[src/rtl/telemetry_uart_tx_pkg.sv]
// Shared types and constants for the telemetry UART transmitter.
// Frame geometry lives here so the FSM and the bench agree on it.
package roversPackage;

  typedef enum logic [1:0] {
    IDLE  = 2'd0,
    START = 2'd1,
    DATA  = 2'd2,
    STOP  = 2'd3
  } uart_tx_state_t;

  localparam int UART_DATA_BITS = 8;
  localparam int UART_STOP_BITS = 1;

  // Cycles per serial bit; integer division truncates toward zero.
  function automatic int calc_baud_div(input int sysclk_freq, input int baud);
    return sysclk_freq / baud;
  endfunction

endpackage

[src/rtl/telemetry_uart_tx_byte_fifo.sv]
// Synchronous FIFO with combinational head read; pointers wrap modulo DEPTH.
// Pushes when full and pops when empty are ignored, so count never over/underflows.
module byte_fifo
  import roversPackage::*;
#(
  parameter int DEPTH = 16,
  parameter int WIDTH = 8
) (
  input  logic                     clk_sys,
  input  logic                     rst_b,
  input  logic                     push,
  input  logic [WIDTH-1:0]         wr_data,
  input  logic                     pop,
  output logic [WIDTH-1:0]         rd_data,
  output logic [$clog2(DEPTH):0]   count,
  output logic                     full,
  output logic                     empty
);

  localparam int PTR_W = $clog2(DEPTH);
  localparam int CNT_W = PTR_W + 1;

  if (DEPTH < 2) begin : g_depth_min_chk
    $error("byte_fifo: DEPTH must be at least 2");
  end
  if ((1 << PTR_W) != DEPTH) begin : g_depth_pow2_chk
    $error("byte_fifo: DEPTH must be a power of two");
  end

  logic [WIDTH-1:0] mem [DEPTH];
  logic [PTR_W-1:0] wr_ptr;
  logic [PTR_W-1:0] rd_ptr;
  logic             do_push;
  logic             do_pop;

  assign full    = (count == CNT_W'(DEPTH));
  assign empty   = (count == '0);
  assign do_push = push && !full;
  assign do_pop  = pop && !empty;
  assign rd_data = mem[rd_ptr];

  // Storage carries no reset; only pointers and count define validity.
  always_ff @(posedge clk_sys) begin
    if (do_push) begin
      mem[wr_ptr] <= wr_data;
    end
  end

  always_ff @(posedge clk_sys or negedge rst_b) begin
    if (!rst_b) begin
      wr_ptr <= '0;
      rd_ptr <= '0;
      count  <= '0;
    end else begin
      if (do_push) begin
        wr_ptr <= wr_ptr + PTR_W'(1);
      end
      if (do_pop) begin
        rd_ptr <= rd_ptr + PTR_W'(1);
      end
      if (do_push && !do_pop) begin
        count <= count + CNT_W'(1);
      end else if (!do_push && do_pop) begin
        count <= count - CNT_W'(1);
      end
    end
  end

endmodule

[src/rtl/telemetry_uart_tx.sv]
// Buffered 8N1 UART transmitter for telemetry bytes.
//   state | meaning
//   IDLE  | line high, waiting for a buffered byte
//   START | start bit (low) for BAUD_DIV cycles
//   DATA  | 8 data bits LSB first, BAUD_DIV cycles each
//   STOP  | stop bit (high); may chain straight into the next START
module telemetry_uart_tx
  import roversPackage::*;
#(
  parameter int SYSCLK_FREQ = 100_000_000,
  parameter int BAUD        = 9600,
  parameter int FIFO_DEPTH  = 16
) (
  input  logic                          sclk,
  input  logic                          rstn,
  input  logic [7:0]                    inData,
  input  logic                          inValid,
  output logic                          inReady,
  output logic                          txd,
  output logic                          busy,
  output logic [$clog2(FIFO_DEPTH):0]   fifoCount
);

  localparam int BAUD_DIV = calc_baud_div(SYSCLK_FREQ, BAUD);
  localparam int BAUD_W   = (BAUD_DIV < 2) ? 1 : $clog2(BAUD_DIV);
  localparam logic [BAUD_W-1:0] BAUD_RELOAD = BAUD_W'(BAUD_DIV - 1);
  localparam logic [2:0]        LAST_BIT    = 3'(UART_DATA_BITS - 1);

  if (BAUD_DIV < 2) begin : g_baud_div_chk
    $error("telemetry_uart_tx: SYSCLK_FREQ/BAUD must be at least 2");
  end
  if (UART_STOP_BITS != 1) begin : g_stop_bits_chk
    $error("telemetry_uart_tx: only one stop bit is supported");
  end
  if (UART_DATA_BITS != 8) begin : g_data_bits_chk
    $error("telemetry_uart_tx: only 8 data bits are supported");
  end

  uart_tx_state_t              state;
  logic [BAUD_W-1:0]           baud_cnt;
  logic [2:0]                  bit_idx;
  logic [UART_DATA_BITS-1:0]   shreg;
  logic                        baud_tc;
  logic                        fifo_pop;
  logic                        fifo_full;
  logic                        fifo_empty;
  logic [7:0]                  fifo_head;

  assign baud_tc  = (baud_cnt == '0);
  assign inReady  = !fifo_full;
  assign busy     = (state != IDLE) || (fifoCount != '0);

  // Pops happen only from IDLE or on the final STOP cycle, so frames chain with no gap.
  assign fifo_pop = !fifo_empty &&
                    ((state == IDLE) || ((state == STOP) && baud_tc));

  byte_fifo #(
    .DEPTH (FIFO_DEPTH),
    .WIDTH (8)
  ) u_fifo (
    .clk_sys (sclk),
    .rst_b   (rstn),
    .push    (inValid),
    .wr_data (inData),
    .pop     (fifo_pop),
    .rd_data (fifo_head),
    .count   (fifoCount),
    .full    (fifo_full),
    .empty   (fifo_empty)
  );

  always_ff @(posedge sclk or negedge rstn) begin
    if (!rstn) begin
      state    <= IDLE;
      baud_cnt <= '0;
      bit_idx  <= '0;
      shreg    <= '0;
      txd      <= 1'b1;
    end else begin
      case (state)
        IDLE: begin
          txd <= 1'b1;
          if (fifo_pop) begin
            shreg    <= fifo_head;
            baud_cnt <= BAUD_RELOAD;
            txd      <= 1'b0;
            state    <= START;
          end
        end

        START: begin
          if (baud_tc) begin
            baud_cnt <= BAUD_RELOAD;
            bit_idx  <= '0;
            txd      <= shreg[0];
            state    <= DATA;
          end else begin
            baud_cnt <= baud_cnt - BAUD_W'(1);
          end
        end

        DATA: begin
          if (baud_tc) begin
            baud_cnt <= BAUD_RELOAD;
            if (bit_idx == LAST_BIT) begin
              txd   <= 1'b1;
              state <= STOP;
            end else begin
              bit_idx <= bit_idx + 3'd1;
              shreg   <= {1'b0, shreg[UART_DATA_BITS-1:1]};
              txd     <= shreg[1];
            end
          end else begin
            baud_cnt <= baud_cnt - BAUD_W'(1);
          end
        end

        STOP: begin
          if (baud_tc) begin
            if (fifo_pop) begin
              shreg    <= fifo_head;
              baud_cnt <= BAUD_RELOAD;
              txd      <= 1'b0;
              state    <= START;
            end else begin
              txd   <= 1'b1;
              state <= IDLE;
            end
          end else begin
            baud_cnt <= baud_cnt - BAUD_W'(1);
          end
        end

        default: begin
          txd   <= 1'b1;
          state <= IDLE;
        end
      endcase
    end
  end

endmodule

[config.mk]
export PLATFORM = sky130hd
export DESIGN_NAME = telemetry_uart_tx
export DESIGN_NICKNAME = d
export VERILOG_FILES = /design/src/rtl/telemetry_uart_tx_pkg.sv /design/src/rtl/telemetry_uart_tx_byte_fifo.sv /design/src/rtl/telemetry_uart_tx.sv
export SDC_FILE = /design/constraint.sdc
export NUM_CORES = 1
export LEC_CHECK = 0
export ABC_AREA = 1
export BUFFER_PORTS_ARGS = -buffer_cell sky130_fd_sc_hd__buf_2
export CAP_MARGIN = 20
export CELL_PAD_IN_SITES_DETAIL_PLACEMENT = 0
export CELL_PAD_IN_SITES_GLOBAL_PLACEMENT = 1
export CORE_MARGIN = 1.5
export CORE_UTILIZATION = 25
export CTS_CLUSTER_SIZE = 14
export DETAILED_ROUTE_END_ITERATION = 7
export PLACE_DENSITY_LB_ADDON = 0.1
export SLEW_MARGIN = 20
export SYNTH_ARGS = -nofsm -noshare
export SYNTH_HDL_FRONTEND = slang
export SYNTH_SLANG_ARGS = --single-unit
[constraint.sdc]
create_clock -name sclk -period 2.07 [get_ports sclk]
set_input_delay 0.1035 -clock sclk [delete_from_list [all_inputs] [get_ports sclk]]
set_output_delay 0.1035 -clock sclk [all_outputs]
set_load 0.01 [all_outputs]
==> out/metrics.csv <==
metric,value,unit
status,finished with violations,
failed_checks,negative setup slack,
utilization,0.314,
reg2regPathDepth,16,
p_leak,4.28,nW
grt_use_total,0.139,
dieWidth,182,microns
wl,21400,microns
max-cap-violations,0,
ys.flop_type,edfxtp_1,
vias,5656,
post_drt_via_cell_ratio,4.16,
synth_seq_cells,169,
grt_pass1_wl,34300,microns
arrival,2.40,ns
clk-insertion-delay-late,0.44,ns
met2WireLength,9970,microns
final_antenna_net_count,0,
maxClockFrequency,482,MHz
diodes,0,
core,31600,sq um
cts_root_buf,clkbuf_16,
hp-class,in2reg,
ys_warn_count,0,
fin_crit_sh,1.00,
fill_cells,3340,
seq_area,4870,sq um
wire_per_inst,15.7,microns
grt_pass1_vias,5856,
multi_input_area,2640,sq um
cts_buffers,17,
io_buffers,18,
stdcell_count,1361,
cp_cell_sequence,inv_2 -> ha_4 -> nand3_4 -> nor2_4 -> nand3_2 -> nand2_2 -> nand2_4 -> ha_4 -> inv_6 -> fa_2 -> nand2_2 -> a21oi_2 -> nor2_1 -> nand2_1 -> nand3_2 -> xnor2_1,
worstSetupPathType,reg2reg,
finalHoldViolations,0,
critPathMaxFanout,5,
cp-start-kind,register,
die_height,182,microns
area_delta_synth_final,23.6,%
grt_max_degree,34,
met1_length,10700,microns
netlist_instances,850,
slowest_stage,dfrtp_1,
start_util,0.254,
drtIter0Drc,255,
finalClockSkew,0.0137,ns
drc,0,
worstMarginPinSlew,0.903,ns
grt_setup_unrepaired,yes,
grt-ovfl-total,0,
worstHoldPathCells,1,
drive_above_1_share,0.202,
setup_slack,-0.00511,ns
drt-pass1-iter-count,4,
placed_cells,1319,
required,2.40,ns
slew_viol_final,0,
cts_max_path_buffers,2,
syn-num-nets,881,
row_count,65,
highest_layer,met4,
dpl.hpwl,14300,microns
antenna_found_initial,0,
async_flop_share,0.243,
critPathMaxStageDelay,0.40,ns
io_pins,19,
max-vdd-ir-drop,0.526,mV
wl_met3,534,microns
powerDensity,887,nW/um^2
die_area,33200,sq um
ys_types,36,
gp_congestion,0.709,
h-tree-depth,4,
setup_violations,1,
cts_tree,done,
fin_nets,977,
cts.clk_slew.worst_paths,0.07,ns
endpoint_kind,register,
cts_num_sinks,169,
yosysSeqAreaShare,0.607,
finalCriticalPeriod,2.08,ns
syn-cell-area,8020,sq um
slew_headroom,0.398,
postSynthAreaPerCell,9.44,sq um
synth_edf_count,128,
==> sequential cells by signal, summed over array words and instances (netlist names) <==
| name | cells |
|---|---|
| baud_cnt | 14 |
| u_fifo.count | 5 |
| shreg | 8 |
| u_fifo.wr_ptr | 4 |
| state | 2 |
| txd | 1 |
| bit_idx | 3 |
| u_fifo.mem | 128 |
| u_fifo.rd_ptr | 4 |
==> cell usage after synthesis (all sizes together), types with 2 or more instances <==
| master | number | area, sq um |
|---|---|---|
| a21oi | 8 | 43.8 |
| a22o | 2 | 17.5 |
| buf | 23 | 125 |
| clkbuf | 5 | 18.8 |
| clkinv | 3 | 16.3 |
| dfrtp | 40 | 1000 |
| edfxtp | 128 | 3840 |
| ha | 19 | 238 |
| inv | 129 | 484 |
| nand2 | 267 | 1040 |
| nand3 | 105 | 531 |
| nand4 | 3 | 18.8 |
| nor2 | 54 | 218 |
| nor3 | 4 | 25.0 |
| o21ai | 38 | 190 |
| o22ai | 3 | 18.8 |
| xnor2 | 4 | 35.0 |
| xor2 | 10 | 87.6 |
==> routing by layer <==
| layer | track usage | up-vias |
|---|---|---|
| li1 | - | 2926 |
| met1 | 0.192 | 2655 |
| met2 | 0.224 | 59 |
| met3 | 0.0263 | 16 |
| met4 | 0.0380 | 0 |
| met5 | 0 | - |
==> stage by stage <==
step / setup slack (ns) / instance area (sq um) / total power, mW / TNS [ns] / hold slack [ns]
floorplan: -0.0446 / 8090 / 4.89 / -0.0722 / -0.192
global placement: -0.105 / 9150 / 5.56 / -0.214 / 0.296
detailed placement: -0.136 / 9150 / 5.53 / -0.703 / 0.297
CTS: -0.0298 / 9840 / 8.84 / -0.0490 / 0.0387
global route: -0.184 / 9910 / 9.27 / -0.378 / 0.0474
finish: -0.00511 / 9910 / 8.79 / -0.00511 / 0.0648
==> placed cells by master, fill, tap and decap left out, types with 5 or more instances in the layout <==
master	netlist	layout
nor2_1	50	37
a21oi_1	7	5
clkbuf_16	0	17
buf_4	2	82
edfxtp_1	128	128
nand3_1	104	101
nor2_2	3	14
buf_2	19	18
dfrtp_1	40	37
inv_1	127	118
o21ai_1	6	10
ha_1	19	15
inv_2	2	10
nand2_2	5	7
nand2_1	259	257
clkinv_8	0	5
xor2_1	10	10
o21ai_0	32	27
==> power by group <==
group	leakage [nW]	internal [mW]	switching [mW]	total (mW)
Clock	0.282	1.63	1.57	3.20
Sequential	1.63	4.01	0.115	4.13
Combinational	2.37	0.594	0.875	1.47
==> cell families (layout without fill, tap and decap cells) <==
kind of cell,count (synthesis),in the layout,share of synthesized area
simple gates,435,435,0.230
flops,169,169,0.607
buf+inv,160,269,0.0803
compound gates,51,51,0.0337
fa+ha+maj,20,20,0.0321
xor+xnor,14,14,0.0153
mux,1,1,0.00140
==> final cells by class <==
type,instances,share of cell area
sequential,169,0.492
inverter,132,0.0510
tap,402,0.0508
clock buffer,17,0.0429
clock inverter,15,0.0177
timing repair buffer,105,0.0794
multi-input combinational,521,0.266
==> final timing paths <==
check | from | to | slack (ns)
setup / recovery | baud_cnt[0] | u_fifo.count[4] | -0.005
hold / removal | inData[4] | u_fifo.mem[8][4] | 0.06
setup reg to reg | baud_cnt[0] | u_fifo.count[4] | -0.005
hold reg to reg | shreg[6] | shreg[6] | 0.48
max in group asynchronous | rstn | u_fifo.count[0] | 1.11
min in group asynchronous | rstn | u_fifo.rd_ptr[0] | 0.33
==> worst max-delay path, delay by kind of cell (launching register included) <==
family                   cells  cell delay [ns]
XOR/XNOR                     1             0.12
AO/OA/AOI/OAI                1             0.13
flip-flops                   1             0.40
buffers and inverters        2             0.16
AND/OR/NAND/NOR              9             0.65
adder cells (fa/ha/maj)      3             0.51
==> timing repair <==
| item | 4_1_cts | 5_1_grt |
|---|---|---|
| pin swaps | 7 | 3 |
| buffers inserted | 5 | 4 |
| endpoints found under the hold margin | 30 | 0 |
| hold buffers | 1 | 0 |
| gates resized for setup | 12 | 18 |
| setup endpoints to repair | 49 | 67 |
No activity file was read; power rests on OpenSTA's default activity.
